$ cat config.mk
export PLATFORM = sky130hd
export DESIGN_NAME = hazard_fwd_unit_flat
export DESIGN_NICKNAME = d
export VERILOG_FILES = /design/src/rtl/hazard_fwd_unit_if.sv /design/src/rtl/hazard_fwd_unit.sv /design/src/flat_wrapper.sv
export SDC_FILE = /design/constraint.sdc
export NUM_CORES = 1
export LEC_CHECK = 0
export ABC_AREA = 1
export CORE_MARGIN = 2
export CORE_UTILIZATION = 48
export CTS_BUF_LIST = sky130_fd_sc_hd__clkbuf_2
export DETAILED_ROUTE_END_ITERATION = 8
export PLACE_DENSITY_LB_ADDON = 0.12
export SETUP_SLACK_MARGIN = 0.5
export SLEW_MARGIN = 20
export SYNTH_ARGS = -nofsm -noshare
export SYNTH_HDL_FRONTEND = slang
export SYNTH_SLANG_ARGS = --single-unit
$ cat constraint.sdc
create_clock -name clk -period 5.02 [get_ports clk]
set_clock_uncertainty 0.05 [all_clocks]
set_input_delay 1.004 -clock clk [delete_from_list [all_inputs] [get_ports clk]]
set_output_delay 1.004 -clock clk [all_outputs]
set_load 0.01 [all_outputs]
$ cat src/rtl/hazard_fwd_unit_if.sv
`default_nettype none
// ============================================================================
// Module   : hazard_fwd_unit_if
// Purpose  : Decode-side bundle between the pipeline and the hazard/forwarding unit.
// Revision : 1.0 - initial release
// ============================================================================
interface hazard_fwd_unit_if #(
    parameter int XLEN  = 32,
    parameter int NRD   = 2,
    parameter int DEPTH = 3,
    parameter int CNT_W = 16
);
    logic                  issue_valid_i;
    logic [4:0]            issue_rd_i;
    logic                  issue_wr_en_i;
    logic                  issue_is_load_i;
    logic [NRD*5-1:0]      issue_rs_i;
    logic [NRD-1:0]        issue_rs_used_i;
    logic [NRD*XLEN-1:0]   rf_data_i;
    logic [DEPTH*XLEN-1:0] stage_data_i;
    logic                  flush_i;
    logic                  mem_stall_i;
    logic [NRD*XLEN-1:0]   operand_o;
    logic                  stall_o;
    logic [CNT_W-1:0]      stall_cnt_o;
    logic [CNT_W-1:0]      flush_cnt_o;

    modport master (
        output issue_valid_i, issue_rd_i, issue_wr_en_i, issue_is_load_i,
        output issue_rs_i, issue_rs_used_i, rf_data_i, stage_data_i,
        output flush_i, mem_stall_i,
        input  operand_o, stall_o, stall_cnt_o, flush_cnt_o
    );

    modport slave (
        input  issue_valid_i, issue_rd_i, issue_wr_en_i, issue_is_load_i,
        input  issue_rs_i, issue_rs_used_i, rf_data_i, stage_data_i,
        input  flush_i, mem_stall_i,
        output operand_o, stall_o, stall_cnt_o, flush_cnt_o
    );
endinterface
`default_nettype wire

$ cat src/rtl/hazard_fwd_unit.sv
`default_nettype none
// ============================================================================
// Module   : hazard_fwd_unit
// Purpose  : In-flight write scoreboard, operand forwarding and load-use stall.
// Revision : 1.0 - initial release
// ============================================================================
module hazard_fwd_unit #(
    parameter int XLEN       = 32,
    parameter int NRD        = 2,
    parameter int DEPTH      = 3,
    parameter int LOAD_STAGE = 1,
    parameter int CNT_W      = 16
) (
    input  logic              clk,
    input  logic              rst_n,
    hazard_fwd_unit_if.slave  bus
);
    logic [DEPTH-1:0]    sb_valid;
    logic [DEPTH-1:0]    sb_load;
    logic [4:0]          sb_rd [DEPTH];
    logic [NRD-1:0]      not_ready;
    logic [NRD*XLEN-1:0] operand;
    logic                stall;
    logic                alloc;
    logic [CNT_W-1:0]    stall_cnt;
    logic [CNT_W-1:0]    flush_cnt;

    for (genvar k = 0; k < NRD; k++) begin : g_opnd
        logic [4:0]      rs;
        logic [XLEN-1:0] rf_val;
        logic [XLEN-1:0] fwd_val;
        logic            hit;
        logic            ready;

        assign rs     = bus.issue_rs_i[5*k +: 5];
        assign rf_val = bus.rf_data_i[XLEN*k +: XLEN];

        always_comb begin
            hit     = 1'b0;
            ready   = 1'b0;
            fwd_val = rf_val;
            // Oldest first, so a younger match overrides even when it is not ready.
            for (int j = DEPTH - 1; j >= 0; j--) begin
                if (sb_valid[j] && (sb_rd[j] == rs)) begin
                    hit     = 1'b1;
                    ready   = !sb_load[j] || (j >= LOAD_STAGE);
                    fwd_val = bus.stage_data_i[XLEN*j +: XLEN];
                end
            end
            if (!bus.issue_rs_used_i[k] || (rs == 5'd0)) begin
                hit = 1'b0;
            end
        end

        assign operand[XLEN*k +: XLEN] = (hit && ready) ? fwd_val : rf_val;
        assign not_ready[k]            = hit && !ready;
    end

    assign stall = bus.issue_valid_i && !bus.flush_i && (|not_ready);
    assign alloc = bus.issue_valid_i && bus.issue_wr_en_i && (bus.issue_rd_i != 5'd0)
                   && !stall && !bus.flush_i;

    always_ff @(posedge clk or negedge rst_n) begin
        if (!rst_n) begin
            sb_valid  <= '0;
            sb_load   <= '0;
            for (int j = 0; j < DEPTH; j++) begin
                sb_rd[j] <= '0;
            end
            stall_cnt <= '0;
            flush_cnt <= '0;
        end else if (!bus.mem_stall_i) begin
            sb_valid <= {sb_valid[DEPTH-2:0], alloc};
            sb_load  <= {sb_load[DEPTH-2:0], bus.issue_is_load_i};
            for (int j = DEPTH - 1; j >= 1; j--) begin
                sb_rd[j] <= sb_rd[j-1];
            end
            sb_rd[0] <= bus.issue_rd_i;
            if (stall && (stall_cnt != {CNT_W{1'b1}})) begin
                stall_cnt <= stall_cnt + CNT_W'(1);
            end
            if (bus.flush_i && (flush_cnt != {CNT_W{1'b1}})) begin
                flush_cnt <= flush_cnt + CNT_W'(1);
            end
        end
    end

    assign bus.operand_o   = operand;
    assign bus.stall_o     = stall;
    assign bus.stall_cnt_o = stall_cnt;
    assign bus.flush_cnt_o = flush_cnt;
endmodule
`default_nettype wire

$ cat src/flat_wrapper.sv
// flat-port wrapper written by rule: the top's interface ports become plain ports
module hazard_fwd_unit_flat 
#(
    parameter int XLEN       = 32,
    parameter int NRD        = 2,
    parameter int DEPTH      = 3,
    parameter int LOAD_STAGE = 1,
    parameter int CNT_W      = 16
)
  (clk, rst_n, bus_issue_valid_i, bus_issue_rd_i, bus_issue_wr_en_i, bus_issue_is_load_i, bus_issue_rs_i, bus_issue_rs_used_i, bus_rf_data_i, bus_stage_data_i, bus_flush_i, bus_mem_stall_i, bus_operand_o, bus_stall_o, bus_stall_cnt_o, bus_flush_cnt_o);
  hazard_fwd_unit_if #(.XLEN(XLEN), .NRD(NRD), .DEPTH(DEPTH), .CNT_W(CNT_W)) bus_i ();
  input  logic clk;
  input  logic rst_n;
  input wire logic [$bits(bus_i.issue_valid_i)-1:0] bus_issue_valid_i;
  input wire logic [$bits(bus_i.issue_rd_i)-1:0] bus_issue_rd_i;
  input wire logic [$bits(bus_i.issue_wr_en_i)-1:0] bus_issue_wr_en_i;
  input wire logic [$bits(bus_i.issue_is_load_i)-1:0] bus_issue_is_load_i;
  input wire logic [$bits(bus_i.issue_rs_i)-1:0] bus_issue_rs_i;
  input wire logic [$bits(bus_i.issue_rs_used_i)-1:0] bus_issue_rs_used_i;
  input wire logic [$bits(bus_i.rf_data_i)-1:0] bus_rf_data_i;
  input wire logic [$bits(bus_i.stage_data_i)-1:0] bus_stage_data_i;
  input wire logic [$bits(bus_i.flush_i)-1:0] bus_flush_i;
  input wire logic [$bits(bus_i.mem_stall_i)-1:0] bus_mem_stall_i;
  output wire logic [$bits(bus_i.operand_o)-1:0] bus_operand_o;
  output wire logic [$bits(bus_i.stall_o)-1:0] bus_stall_o;
  output wire logic [$bits(bus_i.stall_cnt_o)-1:0] bus_stall_cnt_o;
  output wire logic [$bits(bus_i.flush_cnt_o)-1:0] bus_flush_cnt_o;
  assign bus_i.issue_valid_i = bus_issue_valid_i;
  assign bus_i.issue_rd_i = bus_issue_rd_i;
  assign bus_i.issue_wr_en_i = bus_issue_wr_en_i;
  assign bus_i.issue_is_load_i = bus_issue_is_load_i;
  assign bus_i.issue_rs_i = bus_issue_rs_i;
  assign bus_i.issue_rs_used_i = bus_issue_rs_used_i;
  assign bus_i.rf_data_i = bus_rf_data_i;
  assign bus_i.stage_data_i = bus_stage_data_i;
  assign bus_i.flush_i = bus_flush_i;
  assign bus_i.mem_stall_i = bus_mem_stall_i;
  assign bus_operand_o = bus_i.operand_o;
  assign bus_stall_o = bus_i.stall_o;
  assign bus_stall_cnt_o = bus_i.stall_cnt_o;
  assign bus_flush_cnt_o = bus_i.flush_cnt_o;
  hazard_fwd_unit #(.XLEN(XLEN), .NRD(NRD), .DEPTH(DEPTH), .LOAD_STAGE(LOAD_STAGE), .CNT_W(CNT_W)) u_core (.clk(clk), .rst_n(rst_n), .bus(bus_i));
endmodule
==> impl_metrics.sql <==
INSERT INTO impl_metrics (metric_group, metric, value, unit) VALUES
('global_route', 'top_usage_layer', 'met2', ''),
('final_layout', 'syn2layout_area_growth', '49.4', '%'),
('floorplanning', 'fp-row-count', '42', ''),
('yosys', 'dominant_combinational_cell_family_by_area_after_synthesis', 'simple AND/OR/NAND/NOR gates', ''),
('run_status', 'run_status', 'finished clean', ''),
('critical_path', 'crit-reg2reg-launch', 'u_core.sb_rd[10]', ''),
('clock_network', 'insertion_delay', '0.47', 'ns'),
('yosys', 'synthTopCellsByArea', 'sky130_fd_sc_hd__nand2_1 (24%), sky130_fd_sc_hd__dfrtp_1 (20%), sky130_fd_sc_hd__nand3_1 (14%), sky130_fd_sc_hd__inv_1 (10%), sky130_fd_sc_hd__nor2_1 (9.7%)', ''),
('timing', 'finalHoldWorstSlack', '0.374', 'ns'),
('timing', 'max_freq', '229', 'MHz'),
('yosys', 'synth.lib_cells_used.distinct', '28', ''),
('floorplanning', 'die-area', '14300', 'sq um'),
('critical_path', 'worst_setup_path_end_kind', 'primary output', ''),
('critical_path', 'timing.rr.end', 'u_core.bus.stall_cnt_o[0]', ''),
('final_layout', 'final_common_cell', 'sky130_fd_sc_hd__nand2_1', ''),
('routing', 'detail_route.wl_per_cell', '14.6', 'microns'),
('pwr', 'peakVddDrop', '0.245', 'mV'),
('critical_path', 'worst-r2r-cell-count', '9', ''),
('placement', 'gpl.final_weighted_congestion', '0.944', ''),
('final_layout', 'diodes', '0', ''),
('timing', 'period_needed', '4.36', 'ns'),
('yosys', 'synth.cell_area', '6430', 'sq um'),
('yosys', 'post_synth.cell_area_avg', '5.27', 'sq um'),
('yosys', 'post-synth-top-area-fraction', '0.237', ''),
('critical_path', 'timing.reg2reg.setup_slack', '2.77', 'ns'),
('min_path', 'worst_hold_path_type', 'in -> async', ''),
('global_route', 'grt_antenna_before_repair', '2', ''),
('routing', 'detailroute.via_count', '8531', ''),
('run', 'max_cap_viol_count', '0', ''),
('global_route', 'grt_max_degree', '65', ''),
('routing', 'vias_per_cell', '5.18', ''),
('yosys', 'post_synthesis_simple_gate_area_fraction', '0.540', ''),
('timing', 'setup_tns', '0', 'ns'),
('yosys', 'synth.mux.area_fraction', '0', ''),
('routing', 'route.antenna.remaining_nets', '0', ''),
('critical_path', 'required', '3.97', 'ns'),
('clock_network', 'clk_pin_slew', '0.29', 'ns'),
('global_route', 'global_route_usage_over_all_layers', '0.323', ''),
('critical_path', 'timing_worst_setup_path_type', 'in -> out', ''),
('timing', 'tightestPinTransition', '0.870', 'ns'),
('pwr', 'power_leakage', '0.00528', 'uW'),
('routing', 'number_of_detailed_route_iterations_in_the_first_pass', '6', ''),
('clock_network', 'clk_path_buf_depth', '2', ''),
('routing', 'routed_wl', '24100', 'microns'),
('critical_path', 'worstPathArrival', '3.30', 'ns'),
('final_layout', 'layout.nets', '1657', ''),
('global_route', 'grt_util_met2', '0.565', ''),
('clock_network', 'cts.root.buffer_cell', 'sky130_fd_sc_hd__clkbuf_2', ''),
('yosys', 'synth_fa_ha_area_frac', '0.00389', ''),
('pwr', 'p_total', '1350', 'uW'),
('global_route', 'gr-usage-met1', '0.408', ''),
('floorplanning', 'die_width', '120', 'microns'),
('pwr', 'power-per-cell-area', '141', 'nW/um^2'),
('routing', 'first_iter_violations', '811', ''),
('floorplanning', 'start_util', '0.488', ''),
('global_route', 'gr-total-overflow', '0', ''),
('placement', 'buffer_ports.inserted', '280', ''),
('timing', 'max-slew-margin-rel', '0.418', ''),
('final_layout', 'post-route-util', '0.729', ''),
('global_route', 'grt_pass1_wl', '37900', 'microns'),
('critical_path', 'setup.worst_path.start_class', 'input pin', ''),
('timing', 'setup_repair_after_global_routing_missed_its_margin', 'false', ''),
('timing', 'finalSetupViolations', '0', ''),
('yosys', 'synthCells', '1220', ''),
('yosys', 'ys_seq_area_frac', '0.198', ''),
('yosys', 'fraction_of_synthesized_cell_area_in_xor_and_xnor_cells', '0.0463', ''),
('clock_network', 'cts_inserted_buffers', '5', ''),
('yosys', 'synth-seq-cells', '51', ''),
('timing', 'finalMaxSlewViolations', '0', ''),
('global_route', 'globalRouteMet3Util', '0.0523', ''),
('final_layout', 'final_cell_mix', 'sky130_fd_sc_hd__nand2_1 (404), sky130_fd_sc_hd__clkdlybuf4s50_1 (268), sky130_fd_sc_hd__nand3_1 (183), sky130_fd_sc_hd__inv_1 (171), sky130_fd_sc_hd__nor2_1 (163)', '');
## cell families (layout without fill, tap and decap cells)
family          count (synthesis)  count (layout)
fa+ha+maj                       2               2
compound gates                 67              67
simple gates                  822             822
buf+inv                       244             496
flops                          51              51
xor+xnor                       34              34
## synthesized netlist by cell type
cell type                  count
sky130_fd_sc_hd__buf_4         1
sky130_fd_sc_hd__a21oi_1       2
sky130_fd_sc_hd__o21ai_0      25
sky130_fd_sc_hd__nor3_1       11
sky130_fd_sc_hd__inv_2         7
sky130_fd_sc_hd__or2_2        32
sky130_fd_sc_hd__xor2_1       25
sky130_fd_sc_hd__clkinv_1      1
sky130_fd_sc_hd__o21ai_1       1
sky130_fd_sc_hd__dfrtp_1      51
sky130_fd_sc_hd__buf_1         8
sky130_fd_sc_hd__xnor2_1       9
sky130_fd_sc_hd__nand4_1      12
sky130_fd_sc_hd__ha_1          2
sky130_fd_sc_hd__nor3_4        1
sky130_fd_sc_hd__clkbuf_1     43
sky130_fd_sc_hd__nand2_2       3
sky130_fd_sc_hd__a31oi_1       2
sky130_fd_sc_hd__nor2_1      167
sky130_fd_sc_hd__o211ai_1     32
sky130_fd_sc_hd__nand3_1     184
sky130_fd_sc_hd__o22ai_1       5
sky130_fd_sc_hd__and3_1        1
sky130_fd_sc_hd__nor4_1        2
sky130_fd_sc_hd__buf_2        13
sky130_fd_sc_hd__inv_1       171
sky130_fd_sc_hd__nand2_1     406
sky130_fd_sc_hd__nor2_2        3
## worst max-delay path, cell delays in order
cell,delay (ns)
sky130_fd_sc_hd__clkdlybuf4s50_1,0.60
sky130_fd_sc_hd__inv_2,0.07
sky130_fd_sc_hd__nand2_1,0.06
sky130_fd_sc_hd__nand4_1,0.08
sky130_fd_sc_hd__nor2_2,0.11
sky130_fd_sc_hd__buf_4,0.36
sky130_fd_sc_hd__nand3_1,0.15
sky130_fd_sc_hd__nand3_1,0.11
sky130_fd_sc_hd__o211ai_1,0.09
sky130_fd_sc_hd__nand2_1,0.08
sky130_fd_sc_hd__nand2_1,0.07
sky130_fd_sc_hd__clkdlybuf4s50_1,0.48
## per-stage QoR
step                      instance area [sq um]  std cells  setup slack, ns
after floorplan                            6430       1220             1.79
after detailed placement                   9400       1631            0.431
after CTS                                  9540       1644            0.521
after global routing                       9610       1648            0.502
after global placement                     9380       1630            0.442
final                                      9610       1648            0.662
## report_power, final
group / internal, uW / switching (uW)
Sequential: 456 / 55.4
Clock: 39.9 / 149
Combinational: 340 / 313
## layout make-up
type | count | area [sq um]
fill | 1169 | 3580
clock inverter | 3 | 27.5
tap | 176 | 220
inverter | 179 | 672
sequential | 51 | 1280
multi-input combinational | 925 | 4250
clock buffer | 5 | 25.0
timing repair buffer | 309 | 3150
## how the worst max path moves through the flow
stage	startpoint	end	slack [ns]	depth (start not counted)
floorplan	bus_issue_rs_i[2]	bus_operand_o[23]	1.79	9
global placement	bus_issue_rs_i[5]	bus_operand_o[32]	0.44	12
detailed placement	bus_issue_rs_i[5]	bus_operand_o[61]	0.43	12
CTS	bus_issue_rs_i[6]	bus_operand_o[36]	0.52	12
global route	bus_issue_rs_i[4]	bus_operand_o[25]	0.50	13
finish	bus_issue_rs_i[4]	bus_operand_o[2]	0.66	12
## state kept, by name (all words and copies together) (netlist names)
| name | flops |
|---|---|
| u_core.bus.flush_cnt_o | 16 |
| u_core.bus.stall_cnt_o | 16 |
| u_core.sb_valid | 3 |
| u_core.sb_rd | 15 |
| u_core.sb_load | 1 |
## routing by layer
metal	routed length (microns)	part of all wire	up-vias
li1	-	-	4287
met1	9870	0.41	3844
met2	11600	0.48	345
met3	1810	0.075	51
met4	701	0.029	4
met5	26	0.0011	-
## what timing repair did
| item | in CTS | in global routing |
|---|---|---|
| hold buffers | 0 | 0 |
| pin swaps | 1 | 2 |
| setup endpoints to repair | 31 | 62 |
| gates resized for setup | 4 | 14 |
| buffers inserted | 3 | 4 |
| cloned | 2 | 0 |
Note: power is estimated with default switching activity, not from simulation.
